<file path="src/rtl/ysyx_icache.sv">
// Direct-mapped, multi-word-line L1 instruction cache between the IFU and the instruction bus.
// Hits answer the cycle after accept; misses refill a whole line one single-word read at a time.
module ysyx_icache #(
    parameter int ADDR_W     = 32,
    parameter int DATA_W     = 32,
    parameter int SETS       = 16,
    parameter int LINE_WORDS = 4
) (
    input  logic              clk,
    input  logic              rst,
    input  logic              req_valid,
    output logic              req_ready,
    input  logic [ADDR_W-1:0] req_addr,
    output logic              resp_valid,
    input  logic              resp_ready,
    output logic [DATA_W-1:0] resp_inst,
    output logic [ADDR_W-1:0] resp_pc,
    input  logic              flush,
    output logic [ADDR_W-1:0] mem_araddr,
    output logic              mem_arvalid,
    input  logic              mem_arready,
    input  logic [DATA_W-1:0] mem_rdata,
    input  logic              mem_rvalid,
    output logic [31:0]       hit_cnt,
    output logic [31:0]       miss_cnt
);
    localparam int OFF_W = $clog2(LINE_WORDS) + 2;
    localparam int IDX_W = $clog2(SETS);
    localparam int TAG_W = ADDR_W - IDX_W - OFF_W;

    typedef enum logic [1:0] {
        S_IDLE   = 2'd0,
        S_REFILL = 2'd1,
        S_RESP   = 2'd2
    } state_t;

    state_t            r_state;
    logic [SETS-1:0]   r_valid;
    logic [TAG_W-1:0]  r_tag  [SETS];
    logic [DATA_W-1:0] r_data [SETS*LINE_WORDS];
    logic [ADDR_W-1:0] r_addr;
    logic              r_flush_pend;

    logic [IDX_W-1:0]  w_req_idx;
    logic [TAG_W-1:0]  w_req_tag;
    logic              w_hit;
    logic [DATA_W-1:0] w_hit_word;
    logic              w_accept;
    logic              w_beat;
    logic              w_last;
    logic [IDX_W-1:0]  w_fill_idx;
    logic              w_flush_any;

    // Lookup, handshake and refill-beat decode; mem_araddr doubles as the beat pointer.
    always_comb begin
        w_req_idx   = req_addr[IDX_W+OFF_W-1:OFF_W];
        w_req_tag   = req_addr[ADDR_W-1:IDX_W+OFF_W];
        w_hit       = r_valid[w_req_idx] && (r_tag[w_req_idx] == w_req_tag);
        w_hit_word  = r_data[req_addr[IDX_W+OFF_W-1:2]];
        req_ready   = !flush && ((r_state == S_IDLE) || ((r_state == S_RESP) && resp_ready));
        w_accept    = req_valid && req_ready;
        w_beat      = (r_state == S_REFILL) && !mem_arvalid && mem_rvalid;
        w_last      = &(mem_araddr[OFF_W-1:0] | OFF_W'(2'b11));
        w_fill_idx  = mem_araddr[IDX_W+OFF_W-1:OFF_W];
        w_flush_any = flush || r_flush_pend;
    end

    // Line storage: written only by refill beats and deliberately left out of reset.
    always_ff @(posedge clk) begin
        if (w_beat) begin
            r_data[mem_araddr[IDX_W+OFF_W-1:2]] <= mem_rdata;
            if (w_last) begin
                r_tag[w_fill_idx] <= r_addr[ADDR_W-1:IDX_W+OFF_W];
            end
        end
    end

    // Control FSM with registered response, bus request, valid bits and counters.
    always_ff @(posedge clk or negedge rst) begin
        if (!rst) begin
            r_state      <= S_IDLE;
            r_valid      <= {SETS{1'b0}};
            r_addr       <= {ADDR_W{1'b0}};
            r_flush_pend <= 1'b0;
            resp_valid   <= 1'b0;
            resp_inst    <= {DATA_W{1'b0}};
            resp_pc      <= {ADDR_W{1'b0}};
            mem_arvalid  <= 1'b0;
            mem_araddr   <= {ADDR_W{1'b0}};
            hit_cnt      <= 32'd0;
            miss_cnt     <= 32'd0;
        end else begin
            case (r_state)
                S_IDLE, S_RESP: begin
                    if (flush) begin
                        r_valid <= {SETS{1'b0}};
                    end
                    if ((r_state == S_RESP) && resp_ready) begin
                        resp_valid <= 1'b0;
                        r_state    <= S_IDLE;
                    end
                    if (w_accept) begin
                        r_addr <= req_addr;
                        if (w_hit) begin
                            r_state    <= S_RESP;
                            resp_valid <= 1'b1;
                            resp_inst  <= w_hit_word;
                            resp_pc    <= req_addr;
                            hit_cnt    <= hit_cnt + 32'd1;
                        end else begin
                            r_state      <= S_REFILL;
                            miss_cnt     <= miss_cnt + 32'd1;
                            mem_arvalid  <= 1'b1;
                            mem_araddr   <= {req_addr[ADDR_W-1:OFF_W], {OFF_W{1'b0}}};
                            r_flush_pend <= 1'b0;
                        end
                    end
                end
                S_REFILL: begin
                    if (flush) begin
                        r_flush_pend <= 1'b1;
                    end
                    if (mem_arvalid && mem_arready) begin
                        mem_arvalid <= 1'b0;
                    end
                    if (w_beat) begin
                        if (mem_araddr[ADDR_W-1:2] == r_addr[ADDR_W-1:2]) begin
                            resp_inst <= mem_rdata;
                        end
                        if (w_last) begin
                            r_state      <= S_RESP;
                            resp_valid   <= 1'b1;
                            resp_pc      <= r_addr;
                            r_flush_pend <= 1'b0;
                            // A flush seen during the refill leaves even the new line invalid.
                            if (w_flush_any) begin
                                r_valid <= {SETS{1'b0}};
                            end else begin
                                r_valid[w_fill_idx] <= 1'b1;
                            end
                        end else begin
                            mem_araddr  <= mem_araddr + ADDR_W'(3'd4);
                            mem_arvalid <= 1'b1;
                        end
                    end
                end
                default: begin
                    r_state <= S_IDLE;
                end
            endcase
        end
    end
endmodule

</file>
<file path="config.mk">
export PLATFORM = sky130hd
export DESIGN_NAME = ysyx_icache
export DESIGN_NICKNAME = d
export VERILOG_FILES = /design/src/rtl/ysyx_icache.sv
export SDC_FILE = /design/constraint.sdc
export NUM_CORES = 2
export LEC_CHECK = 0
export ABC_CLOCK_PERIOD_IN_PS = 4500
export BUFFER_PORTS_ARGS = -buffer_cell sky130_fd_sc_hd__buf_2
export CAP_MARGIN = 5
export CORE_ASPECT_RATIO = 1.5
export CORE_MARGIN = 2
export CORE_UTILIZATION = 35
export DETAILED_ROUTE_END_ITERATION = 16
export PLACE_DENSITY = 0.57
export SLEW_MARGIN = 25
export SYNTH_ARGS = -nofsm -noshare
export SYNTH_HDL_FRONTEND = slang
export SYNTH_SLANG_ARGS = --single-unit
</file>
<file path="constraint.sdc">
create_clock -name clk -period 4.5 [get_ports clk]
set_input_delay 0.9 -clock clk [delete_from_list [all_inputs] [get_ports clk]]
set_output_delay 0.9 -clock clk [all_outputs]
set_load 0.01 [all_outputs]
</file>
==> impl_metrics.json <==
{
  "drt_iter0_markers": 5296,
  "hp-class": "input port to asynchronous set/reset pin",
  "yosysTopAreaCellShare": 0.705,
  "cts_buffer_depth": 4,
  "ys_seq_elements": 2643,
  "postCtsHoldBufs": 0,
  "die_x_um": 448,
  "cts_tree": "done",
  "setup_violations": 0,
  "worstPathRequired_ns": 5.27,
  "track_usage": 0.190,
  "viasPerCell": 5.44,
  "grt_pass1_vias": 53600,
  "drt_wl_total_mm": 290,
  "synth_edf_count": 2432,
  "fin_nets": 5448,
  "clkTransAtPathRegs_ns": 0.07,
  "clkSinkCount": 2643,
  "p_leak_nw": 39.1,
  "yosys-top-cells-count": "edfxtp_1 (2,432), mux4_2 (722), dfrtp_1 (211), nand2_1 (211), clkbuf_1 (178)",
  "synth_top_area_cell": "edfxtp_1",
  "place_ws_ns": -0.283,
  "grt_max_degree": 108,
  "fin_skew_ns": 0.0715,
  "port_buffers": 231,
  "ys_seq_area_frac": 0.755,
  "fin_crit_sh": 0.862,
  "synth_area_um2": 104000,
  "synthToLayoutAreaGrowth_pct": 16.5,
  "status": "completed",
  "via_count": 51700,
  "avgSynthCellArea_um2": 21.5,
  "die_h_um": 671,
  "rsz0062_at_grt": "no",
  "async_flop_share": 0.0798,
  "num_rows": 244,
  "antenna_found_initial": 13,
  "initial_core_util": 0.352,
  "crit_slowest_cell": "or4_1",
  "crit_path_frequent_cell": "buf_4",
  "powerDensity_nw_per_um2": 469,
  "path_class": "register to register",
  "drive_gt1_frac": 0.326,
  "post_cts_resized": 0,
  "worst_slew_pin_slew_ns": 0.972,
  "cts_root_buf": "clkbuf_16",
  "crit_fanout": 30,
  "grt_pass1_wl_mm": 408,
  "final_hold_viol_count": 0,
  "maxSlewHeadroom": 0.352,
  "end_kind": "register",
  "finalNonFillerCells": 9511,
  "crit_chain": "mux4_1, mux2i_1, buf_4, xor2_1, o2111ai_1, or4_1, a2111oi_4, buf_4, buf_4, nand3_2, buf_12, nor4_1, xor2_1",
  "synth_flop_cell": "edfxtp_1",
  "drv_slew": 0,
  "layout_setup_ws_ns": 0.619,
  "wl_per_cell_um": 30.5,
  "post_cts_buffers": 0,
  "critPathLaunchType": "register",
  "fin_tns_setup_ns": 0,
  "first_pass_iters": 7,
  "finalCriticalPeriod_ns": 3.88,
  "insertion_delay_ns": 0.91,
  "synth_most_common_cell": "edfxtp_1",
  "peakVddDrop_uv": 363,
  "final_util": 0.410,
  "path_delay_family": "simple AND/OR/NAND/NOR gates",
  "drc_errors": 0,
  "numCtsBuffers": 245,
  "dp_hpwl_mm": 177,
  "fmax_ghz": 0.258,
  "max_stage_delay_ns": 0.60,
  "yosys_warnings": 0,
  "max_cap_viol_count": 0,
  "gp_congestion": 0.890,
  "power_mw": 56.7,
  "crit_buf_inv": 4,
  "synthesis.instances": 4825,
  "critPathArrivalTime_ns": 4.65,
  "htree_levels": 4,
  "yosysUniqueCellTypes": 72,
  "place_inst": 9062,
  "synthTopCellsByArea": "edfxtp_1 (70%), mux4_2 (16%), dfrtp_1 (5.1%)",
  "ant_nets": 0,
  "num_io_pins": 234,
  "grt_overflow": 0,
  "core-area_um2": 295000,
  "die_area_um2": 301000
}
cell usage in the layout (no fill, tap or decap), types with 28 or more instances in the layout:
master        n
dfrtp_1     211
nor2_1       77
nor3b_1      36
mux4_2      722
buf_12       82
mux2_1       28
and3_1       28
buf_2       220
edfxtp_1   2432
clkinv_1     41
a31oi_1      65
xnor2_1      74
nand4_1      40
nand3_1      37
mux2_2       47
nand2_1     209
o22ai_1      44
mux2i_1      77
clkinv_2     47
clkbuf_1     43
o21ai_0      41
buf_4       269
xor2_1       53
a21oi_1      36
nor2_4       80
clkbuf_16   247
kinds of logic after synthesis:
family	count (synthesis)	share of synthesized area
flip-flops	2643	0.755
multiplexers	885	0.175
AO/OA/AOI/OAI	245	0.0153
XOR/XNOR	127	0.0107
AND/OR/NAND/NOR	618	0.0297
buffers and inverters	303	0.0132
adder cells (fa/ha/maj)	3	0.000362
other	1	0.0000362
per-stage QoR:
step	hold slack, ns	instance area (µm²)
after global placement	0.458	113000
after CTS	0.0625	121000
final	0.0586	121000
after global routing	0.105	121000
after floorplan	0.446	104000
after detailed placement	0.464	113000
layout make-up:
type | count | area (µm²)
tap | 3936 | 4920
fill | 25600 | 174000
clock inverter | 140 | 1410
sequential | 2643 | 78300
antenna | 6 | 15.0
timing repair buffer | 576 | 4840
multi-input combinational | 1880 | 24600
inverter | 28 | 108
clock buffer | 302 | 6500
registers in the layout (all words and copies together) (netlist names):
| name | cells |
|---|---|
| r_state | 2 |
| hit_cnt | 32 |
| r_data | 2048 |
| resp_inst | 32 |
| r_valid | 16 |
| r_tag | 384 |
| r_flush_pend | 1 |
| resp_valid | 1 |
| miss_cnt | 32 |
| mem_arvalid | 1 |
| r_addr | 32 |
| resp_pc | 32 |
| mem_araddr | 30 |
power by group:
part | switching, mW | internal, mW | leakage [nW]
clock network | 9.12 | 11.7 | 3.86
logic | 4.07 | 2.34 | 10.7
registers | 1.27 | 28.2 | 24.6
total | 14.5 | 42.2 | 39.1
routing by layer:
layer	global-route usage	routed length [µm]
met1	0.228	108000
met3	0.0323	17600
met2	0.346	156000
met4	0.0553	8790
met5	0	30
worst paths after layout:
check | to | startpoint | cells past startpoint | slack [ns]
min in group clk | r_addr[0]$_DFFE_PN0P_ | req_addr[0] | 3 | 0.23
worst min-delay path | resp_pc[19]$_DFFE_PN0P_ | rst | 1 | 0.06
max in group asynchronous | miss_cnt[29]$_DFFE_PN0P_ | rst | 2 | 3.46
worst max register to register | hit_cnt[17]$_DFFE_PN0P_ | r_tag[9][19]$_DFFE_PP_ | 13 | 0.62
worst max-delay path | hit_cnt[17]$_DFFE_PN0P_ | r_tag[9][19]$_DFFE_PP_ | 13 | 0.62
worst min register to register | hit_cnt[31]$_DFFE_PN0P_ | hit_cnt[31]$_DFFE_PN0P_ | 1 | 0.47
No activity file was read; power rests on OpenSTA's default activity.
